File: src/rtl/io_pad_pkg.sv
// Shared types and helpers for the pad-ring ownership arbiters.
package io_pad_pkg;

   typedef enum logic [1:0] {IDLE, TURN, OWN} state_t;

   localparam int unsigned TCNT_W = 4;
   localparam int unsigned HCNT_W = 16;
   localparam int unsigned RR_MAX = 8;
   localparam int unsigned RR_IW  = 3;

   typedef struct packed {
      logic             found;
      logic [RR_IW-1:0] idx;
   } rr_res_t;

   // First set request at or after ptr, wrapping at n requesters.
   function automatic rr_res_t rr_pick(input logic [RR_MAX-1:0] req,
                                       input logic [RR_IW-1:0]  ptr,
                                       input int unsigned       n);
      rr_res_t     res;
      int unsigned k;
      res = '0;
      for (int unsigned i = 0; i < RR_MAX; i++) begin
         k = 32'(ptr) + i;
         if (k >= n) k = k - n;
         if ((i < n) && !res.found && req[RR_IW'(k)]) begin
            res.found = 1'b1;
            res.idx   = RR_IW'(k);
         end
      end
      return res;
   endfunction

endpackage

File: src/rtl/io_pad_rr_pick.sv
// Combinational round-robin selector shared by the pad-ring arbiters.
module io_pad_rr_pick
   import io_pad_pkg::*;
#(
   parameter int unsigned NUM_REQ = 4
) (
   input  logic [NUM_REQ-1:0]         req_i,
   input  logic [$clog2(NUM_REQ)-1:0] ptr_i,
   output logic                       found_c_o,
   output logic [$clog2(NUM_REQ)-1:0] idx_c_o
);

   localparam int unsigned IW = $clog2(NUM_REQ);

   rr_res_t res;

   always_comb begin
      res       = rr_pick(RR_MAX'(req_i), RR_IW'(ptr_i), NUM_REQ);
      found_c_o = res.found;
      idx_c_o   = IW'(res.idx);
   end

endmodule

File: src/rtl/io_pad_arb.sv
// Round-robin owner arbiter for a shared tri-state pad bank, with an
// all-enables-low turnaround gap between owners.
module io_pad_arb
   import io_pad_pkg::*;
#(
   parameter int unsigned NUM_REQ  = 4,
   parameter int unsigned PAD_W    = 8,
   parameter int unsigned TURN_CYC = 2,
   parameter int unsigned MAX_HOLD = 0
) (
   input  logic                     clk_i,
   input  logic                     rst_i,
   input  logic [NUM_REQ-1:0]       req_i,
   output logic [NUM_REQ-1:0]       gnt_o,
   input  logic [NUM_REQ*PAD_W-1:0] req_c2p_i,
   input  logic [NUM_REQ*PAD_W-1:0] req_c2p_en_i,
   output logic [PAD_W-1:0]         req_p2c_o,
   output logic [PAD_W-1:0]         pad_c2p_o,
   output logic [PAD_W-1:0]         pad_c2p_en_o,
   input  logic [PAD_W-1:0]         pad_p2c_i,
   output logic                     busy_o
);

   localparam int unsigned IW = $clog2(NUM_REQ);

   state_t              state_q, state_d;
   logic [IW-1:0]       owner_q, owner_d;
   logic [IW-1:0]       rr_q, rr_d;
   logic [TCNT_W-1:0]   tcnt_q, tcnt_d;
   logic [HCNT_W-1:0]   hcnt_q, hcnt_d;
   logic [NUM_REQ-1:0]  gnt_q;
   logic [PAD_W-1:0]    c2p_q, en_q, p2c_q;
   logic                busy_q;

   logic                pick_found;
   logic [IW-1:0]       pick_idx;
   logic [NUM_REQ-1:0]  owner_oh, owner_oh_d;
   logic                others, own_req, hold_exp;

   io_pad_rr_pick #(.NUM_REQ(NUM_REQ)) u_pick (
      .req_i    (req_i),
      .ptr_i    (rr_q),
      .found_c_o(pick_found),
      .idx_c_o  (pick_idx)
   );

   // Next-state: arbitration, turnaround and hold counters.
   always_comb begin
      state_d  = state_q;
      owner_d  = owner_q;
      rr_d     = rr_q;
      tcnt_d   = tcnt_q;
      hcnt_d   = hcnt_q;
      owner_oh = NUM_REQ'(1) << owner_q;
      others   = |(req_i & ~owner_oh);
      own_req  = req_i[owner_q];
      hold_exp = (MAX_HOLD != 0) && (hcnt_q >= HCNT_W'(MAX_HOLD - 1));
      case (state_q)
         IDLE: begin
            if (pick_found) begin
               state_d = TURN;
               owner_d = pick_idx;
               tcnt_d  = '0;
            end
         end
         TURN: begin
            if (tcnt_q == TCNT_W'(TURN_CYC - 1)) begin
               state_d = OWN;
               hcnt_d  = '0;
               rr_d    = (owner_q == IW'(NUM_REQ - 1)) ? '0 : owner_q + IW'(1);
            end else begin
               tcnt_d = tcnt_q + TCNT_W'(1);
            end
         end
         OWN: begin
            if (hcnt_q != '1) hcnt_d = hcnt_q + HCNT_W'(1);
            // The departing owner is last in search order, so pick_idx is another requester.
            if ((!own_req || hold_exp) && others) begin
               state_d = TURN;
               owner_d = pick_idx;
               tcnt_d  = '0;
            end else if (!own_req) begin
               state_d = IDLE;
            end
         end
         default: state_d = IDLE;
      endcase
      owner_oh_d = NUM_REQ'(1) << owner_d;
   end

   // State and registered pad/grant outputs; reset clears enables immediately.
   always_ff @(posedge clk_i or posedge rst_i) begin
      if (rst_i) begin
         state_q <= IDLE;
         owner_q <= '0;
         rr_q    <= '0;
         tcnt_q  <= '0;
         hcnt_q  <= '0;
         gnt_q   <= '0;
         c2p_q   <= '0;
         en_q    <= '0;
         p2c_q   <= '0;
         busy_q  <= 1'b0;
      end else begin
         state_q <= state_d;
         owner_q <= owner_d;
         rr_q    <= rr_d;
         tcnt_q  <= tcnt_d;
         hcnt_q  <= hcnt_d;
         busy_q  <= (state_d != IDLE);
         if (state_d == OWN) begin
            gnt_q <= owner_oh_d;
            c2p_q <= req_c2p_i[int'(owner_d)*PAD_W +: PAD_W];
            en_q  <= req_c2p_en_i[int'(owner_d)*PAD_W +: PAD_W];
            p2c_q <= pad_p2c_i;
         end else begin
            gnt_q <= '0;
            c2p_q <= '0;
            en_q  <= '0;
            p2c_q <= '0;
         end
      end
   end

   assign gnt_o        = gnt_q;
   assign pad_c2p_o    = c2p_q;
   assign pad_c2p_en_o = en_q;
   assign req_p2c_o    = p2c_q;
   assign busy_o       = busy_q;

endmodule

File: config.mk
export PLATFORM = sky130hd
export DESIGN_NAME = io_pad_arb
export DESIGN_NICKNAME = d
export VERILOG_FILES = /design/src/rtl/io_pad_pkg.sv /design/src/rtl/io_pad_rr_pick.sv /design/src/rtl/io_pad_arb.sv
export SDC_FILE = /design/constraint.sdc
export NUM_CORES = 1
export LEC_CHECK = 0
export CAP_MARGIN = 10
export CORE_ASPECT_RATIO = 0.5
export CORE_MARGIN = 10
export CORE_UTILIZATION = 35
export CTS_BUF_LIST = sky130_fd_sc_hd__clkbuf_8 sky130_fd_sc_hd__clkbuf_16
export DETAILED_ROUTE_END_ITERATION = 7
export PLACE_DENSITY = 0.84
export SYNTH_ARGS = -nofsm -noshare
export SYNTH_HDL_FRONTEND = slang
export SYNTH_HIERARCHICAL = 1
export SYNTH_SLANG_ARGS = --single-unit
File: constraint.sdc
create_clock -name clk_i -period 2.3 [get_ports clk_i]
set_input_delay 0.46 -clock clk_i [delete_from_list [all_inputs] [get_ports clk_i]]
set_output_delay 0.46 -clock clk_i [all_outputs]
set_load 0.005 [all_outputs]
# Word-level counts from Yosys, hierarchy flattened

Index checks and enable logic that the tools add are counted.

Memory bits (read-only): 0
Register bits after elaboration: 39
Bits in latches: 0
Bits of input ports: 78
Output and inout bits: 29
Memory bits (writable): 0
Memories: 0

Divide/modulo/power cells: 0
Add/sub/neg operators: 9
Muxes and demuxes: 35
Reductions and logical operators: 14
Shift-type cells: 4
Order comparisons: 9
Equality and inequality tests: 8
Bitwise operators: 2
Multipliers: 0

Operator list:

| cell                | count |
|---|---|
| $ge 32x3->1 const B | 3 |
| $shiftx 32x6->8     | 2 |
| $mux 4              | 8 |
| $mux 8              | 3 |
| $lt 3x4->1 const B  | 4 |
| $mux 2              | 7 |
| $bmux 1 s3          | 4 |
| $mux 3              | 4 |
| $pmux 4 s3          | 1 |
| $sub 3x3->3 const B | 3 |
| $shl 1x2->4 const A | 2 |
| $add 2x2->3 const B | 2 |
| $eq 2x2->1 const B  | 3 |
| $pmux 2 s3          | 1 |
| $mux 1              | 5 |
| $add 4x1->4 const B | 1 |
| $and 4x4->4         | 1 |
| $eq 4x1->1 const B  | 1 |
| $logic_and 1x1->1   | 4 |
| $logic_not 1->1     | 4 |
| $ne 2x2->1 const B  | 2 |
| $not 4->4           | 1 |
| $pmux 2 s2          | 1 |
| $reduce_and 4->1    | 1 |
| other kinds (13)    | 13 |

# Longest topological paths before layout

Depth after elaboration: 18
Gate-level depth with buffers: 9

# Hierarchy

The synthesis kept the hierarchy.

Modules (own cells, without submodules):

| module         | area each (µm²) | times used | cells each | sequential area each (µm²) |
|---|---|---|---|---|
| io_pad_arb     | 1849.3          | 1          | 168        | 975.9 |
| io_pad_rr_pick | 73.8            | 1          | 12         | 0.0 |

# Worst setup path after synthesis

OpenSTA, ideal clock, no wires.

Path type: input-to-reg
From: in req_i[0]
To: reg en_q[4], in the netlist pad_c2p_en_o[4]
Data arrival time: 2270 ps
Path buffers: 1
Required time: 2164 ps
Cell stages on the path: 7
Slack: -107 ps
Library setup time: 136 ps
Path through: or4_1 > nor3b_1 > a21oi_4 > mux2_4 > buf_6 > a222oi_1 > a21oi_1

Word-level cells in the longest chain between the ends: 16
Elaborated cells on any way between the ends: 34
Classes of those cells: eq/ne (1); shift (1); mux (22); bitwise (1); reduce/logical (9)

Ends and longest elaborated chain:

| what                                                 | RTL line                             | RTL |
|---|---|---|
| from (decl)                                          | io_pad_arb.sv:13                     | `input logic [NUM_REQ-1:0] req_i,` |
| $bmux 1 s3                                           | io_pad_pkg.sv:26                     | `if ((i < n) && !res.found && req[RR_IW'(k)]) begin` |
| $mux 1 (implied by the code)                         | io_pad_pkg.sv:26                     |  |
| $mux 4                                               | io_pad_pkg.sv:26                     |  |
| $logic_not 1->1                                      | io_pad_pkg.sv:26                     |  |
| $logic_and 1x1->1                                    | io_pad_pkg.sv:26                     |  |
| $mux 4                                               | io_pad_pkg.sv:26                     |  |
| $logic_not 1->1                                      | io_pad_pkg.sv:26                     |  |
| $logic_and 1x1->1                                    | io_pad_pkg.sv:26                     |  |
| $mux 4                                               | io_pad_pkg.sv:26                     |  |
| $logic_not 1->1                                      | io_pad_pkg.sv:26                     |  |
| $logic_and 1x1->1                                    | io_pad_pkg.sv:26                     |  |
| $mux 4                                               | io_pad_pkg.sv:26                     |  |
| $mux 2 (on tied branches)                            | io_pad_arb.sv:78, io_pad_arb.sv:60   |  |
| $pmux 2 s2 / $pmux 2 s3 (equally long branches)      | io_pad_arb.sv:58                     | `case (state_q)` |
| $shiftx 32x6->8 / $eq 2x2->1 (equally long branches) | io_pad_arb.sv:114, io_pad_arb.sv:111 |  |
| $mux 8 (*)                                           | io_pad_arb.sv:111                    | `if (state_d == OWN) begin` |
| to (signal assigned)                                 | io_pad_arb.sv:114                    | `en_q <= req_c2p_en_i[int'(owner_d)*PAD_W +: PAD_W];` |
| to (decl)                                            | io_pad_arb.sv:32                     | `logic [PAD_W-1:0] c2p_q, en_q, p2c_q;` |

Mark *: on every way between the ends. The rest lies on a longest branch, timed or not. The select of a mux whose other input is x is not followed.
A chain may end at the register's enable or synchronous reset.

# Worst setup path in the final report

From: in req_i[0]
To: reg en_q[1], in the netlist pad_c2p_en_o[1]

Word-level cells in the longest chain between the ends: 16
Elaborated cells on any way between the ends: 34
Classes of those cells: eq/ne (1); shift (1); mux (22); bitwise (1); reduce/logical (9)

Ends and longest elaborated chain:

| what                                                 | RTL line                             | RTL |
|---|---|---|
| $bmux 1 s3                                           | io_pad_pkg.sv:26                     |  |
| $mux 1 (implied by the code)                         | io_pad_pkg.sv:26                     |  |
| $mux 4                                               | io_pad_pkg.sv:26                     |  |
| $logic_not 1->1                                      | io_pad_pkg.sv:26                     |  |
| $logic_and 1x1->1                                    | io_pad_pkg.sv:26                     |  |
| $mux 4                                               | io_pad_pkg.sv:26                     |  |
| $logic_not 1->1                                      | io_pad_pkg.sv:26                     |  |
| $logic_and 1x1->1                                    | io_pad_pkg.sv:26                     |  |
| $mux 4                                               | io_pad_pkg.sv:26                     |  |
| $logic_not 1->1                                      | io_pad_pkg.sv:26                     |  |
| $logic_and 1x1->1                                    | io_pad_pkg.sv:26                     |  |
| $mux 4 (*)                                           | io_pad_pkg.sv:26                     |  |
| net pick_found                                       | io_pad_arb.sv:35                     | `logic pick_found;` |
| $mux 2                                               | io_pad_arb.sv:60                     | `if (pick_found) begin` |
| $pmux 2 s2 / $pmux 2 s3 (equally long branches)      | io_pad_arb.sv:58                     |  |
| $shiftx 32x6->8 / $eq 2x2->1 (equally long branches) | io_pad_arb.sv:114, io_pad_arb.sv:111 |  |
| $mux 8 (*)                                           | io_pad_arb.sv:111                    |  |

Mark *: on every way through the listed nets, which the timed path passes. The rest lies on a longest branch. The select of a mux whose other input is x is not followed.

==> impl_metrics.tcl <==
set metrics [dict create \
    run_status "finished with violations" \
    violations "setup timing" \
    clk_pin_slew_ns 0.07 \
    antenna_found_initial 0 \
    die_w_um 125 \
    hold_violations 0 \
    path_class "input pin to flop" \
    layout.nets 399 \
    first_global_vias 2134 \
    routabilityCongestion 0.818 \
    fp.dieH_um 72.4 \
    coreArea_um2 5110 \
    grt_pass1_wl_um 11600 \
    synth_cells 180 \
    cp.required_ns 2.46 \
    gr-usage-met1 0.157 \
    leakagePower_uw 0.00148 \
    multiInputGateArea_um2 940 \
    io_buffers 106 \
    grt-ovfl-total 0 \
    ys_seq_area_frac 0.507 \
    use_met2 0.322 \
    endpoint_kind "flop" \
    htreeDepth 2 \
    fin_crit_sh 1.06 \
    crit_arrival_ns 2.60 \
    min_period_ns 2.45 \
    fin_hold_ws_ns 0.542 \
    grt_use_met3 0.0254 \
    worst_slack_ns -0.146 \
    slew_headroom 0.674 \
    cts_root_buf "clkbuf_8" \
    synth_warnings 6 \
    area_growth_pct 77.4 \
    ios 107 \
    row_count 18 \
    syn-mean-instance-area_um2 10.7 \
    drive_gt1_frac 0.162 \
    netlist_top_cells_area "dfrtp_1 51%, a222oi_1 8.3%, a21oi_1 4.9%" \
    grt_max_degree 40 \
    synth_top_area_frac 0.507 \
    grt_usage 0.159 \
    max_freq_mhz 409 \
    finalSetupViolCount 16 \
    min_path_type "flop to flop" \
    critPathMaxFanout 8 \
    remaining_drc_errors 0 \
    synth-edff-count 0 \
    final_area_um2 3410 \
    fp.dieArea_um2 9040 \
    via_count 2071 \
    cts_buffers 5 \
    drt-pass1-iter-count 5 \
    cts_buffer_depth 2 \
    wl_um 7850 \
    start_util 0.376 \
    ir_drop_mv 0.508 \
    vias_per_cell 5.38 \
    cts_tree "yes" \
    nFillCells 355 \
    hpwlAfterDp_um 5850 \
    clock_skew_ns 0.00583 \
    synth.net_count 264 \
    synth_flop_cell "dfrtp_1" \
    worst_pin_slew_ns 0.489 \
    ys_async_sr_fraction 1.00 \
    cts_hold_buffers 0 \
    ant_nets 0 \
    synth-seq-cells 39 \
    drtIter0Drc 212 \
    synth_top_area_cell "dfrtp_1" \
    register_area_um2 978 \
    syn_area_um2 1920 \
    maxCapViolations 0 \
    clkLatencyLatePin_ns 0.29 \
    antenna_cells 0 \
    cp-start-kind "input pin" \
    cts_sinks 39 \
    synth_cell_types 36 \
    busiest_layer "met2" \
    drv_slew 0 \
    grt_setup_unrepaired "yes" \
    dpl_cell_area_um2 3210 \
    wl_per_cell_um 20.4 \
    p_per_area_nw_per_um2 1110 \
]
-- layer usage --
layer,part of all wire,vias to the layer above
met5,0,-
met4,0.042,0
met3,0.033,22
met2,0.57,72
met1,0.36,1044
li1,-,933
-- Yosys cell counts, drive strengths merged (3+ instances only) --
| library cell | n |
|---|---|
| a222oi | 16 |
| nor2 | 6 |
| o21ai | 3 |
| nor3 | 4 |
| a21oi | 20 |
| nand2b | 7 |
| ha | 6 |
| dfrtp | 39 |
| mux2 | 3 |
| mux2i | 5 |
| nor2b | 11 |
| buf | 4 |
| nand2 | 25 |
| inv | 9 |
-- through the flow --
step	TNS, ns	power (uW)	cells	util	setup slack [ns]
3_3_place_gp	-10.32	2960	372	0.627	-0.536
3_5_place_dp	-12.06	3060	372	0.627	-0.677
5_1_grt	-3.17	4020	385	0.667	-0.288
2_1_floorplan	-0.759	2070	180	-	-0.0764
4_1_cts	-0.414	3670	382	0.655	-0.0859
6_report	-0.796	3790	385	0.667	-0.146
-- final timing paths --
path                            startpoint               to  slack [ns]  cells after the start
max in group asynchronous            rst_i          rr_q[1]        1.34                      3
worst max register to register  owner_q[0]  pad_c2p_en_o[1]       -0.14                      6
worst max-delay path              req_i[0]  pad_c2p_en_o[1]       -0.15                      7
worst min-delay path               rr_q[0]          rr_q[0]        0.54                      2
min in group asynchronous            rst_i  pad_c2p_en_o[6]        0.60                      3
worst min register to register     rr_q[0]          rr_q[0]        0.54                      2
-- cell usage in the layout, fill, tap and decap left out, types with 2 or more instances in the layout --
cell type,count
clkdlybuf4s50_1,102
dfrtp_1,37
nand2_1,25
buf_4,22
a21oi_1,19
a222oi_1,16
nor2b_1,11
inv_1,9
nand2b_1,6
nor2_1,6
ha_1,6
clkbuf_8,6
buf_6,5
nor3_1,4
mux2i_1,3
o21ai_0,3
clkdlybuf4s15_2,3
mux2_2,2
mux2_4,2
a22o_1,2
o31ai_1,2
dfrtp_2,2
-- power breakdown --
part / total [uW] / internal, uW / switching (uW)
registers: 1080 / 921 / 160
logic: 2230 / 1180 / 1040
clock network: 480 / 236 / 245
-- registers in the layout (all words and copies together), names as in the netlist --
| register | count |
|---|---|
| pad_c2p_en_o | 8 |
| pad_c2p_o | 8 |
| req_p2c_o | 8 |
| gnt_o | 4 |
| tcnt_q | 4 |
| owner_q | 2 |
| rr_q | 2 |
| state_q | 2 |
| busy_o | 1 |
-- worst max-delay path, stage by stage --
cell	delay, ns
clkdlybuf4s15_2	0.23
or4_1	0.52
nor3b_4	0.18
a21oi_4	0.25
mux2_4	0.39
a222oi_1	0.45
a21oi_1	0.12
-- cell type report --
| type | count | area share |
|---|---|---|
| Timing Repair Buffer | 133 | 0.377 |
| Sequential cell | 39 | 0.287 |
| Multi-Input combinational cell | 127 | 0.275 |
| Tap cell | 70 | 0.0257 |
| Clock buffer | 6 | 0.0242 |
| Inverter | 9 | 0.00990 |
| Clock inverter | 1 | 0.00147 |
-- repair_timing --
| action | 4_1_cts | 5_1_grt |
|---|---|---|
| buffers inserted | 2 | 2 |
| pin swaps | 5 | 13 |
| cloned | 1 | 1 |
| endpoints found under the setup margin | 22 | 20 |
| gates resized for setup | 16 | 9 |
-- cells by family after synthesis --
family,count (synthesis),synth area share
mux,9,0.0573
simple gates,60,0.154
fa+ha+maj,6,0.0390
xor+xnor,1,0.00456
flops,39,0.507
compound gates,50,0.200
buf+inv,15,0.0377
(Power assumes the default switching activity.)
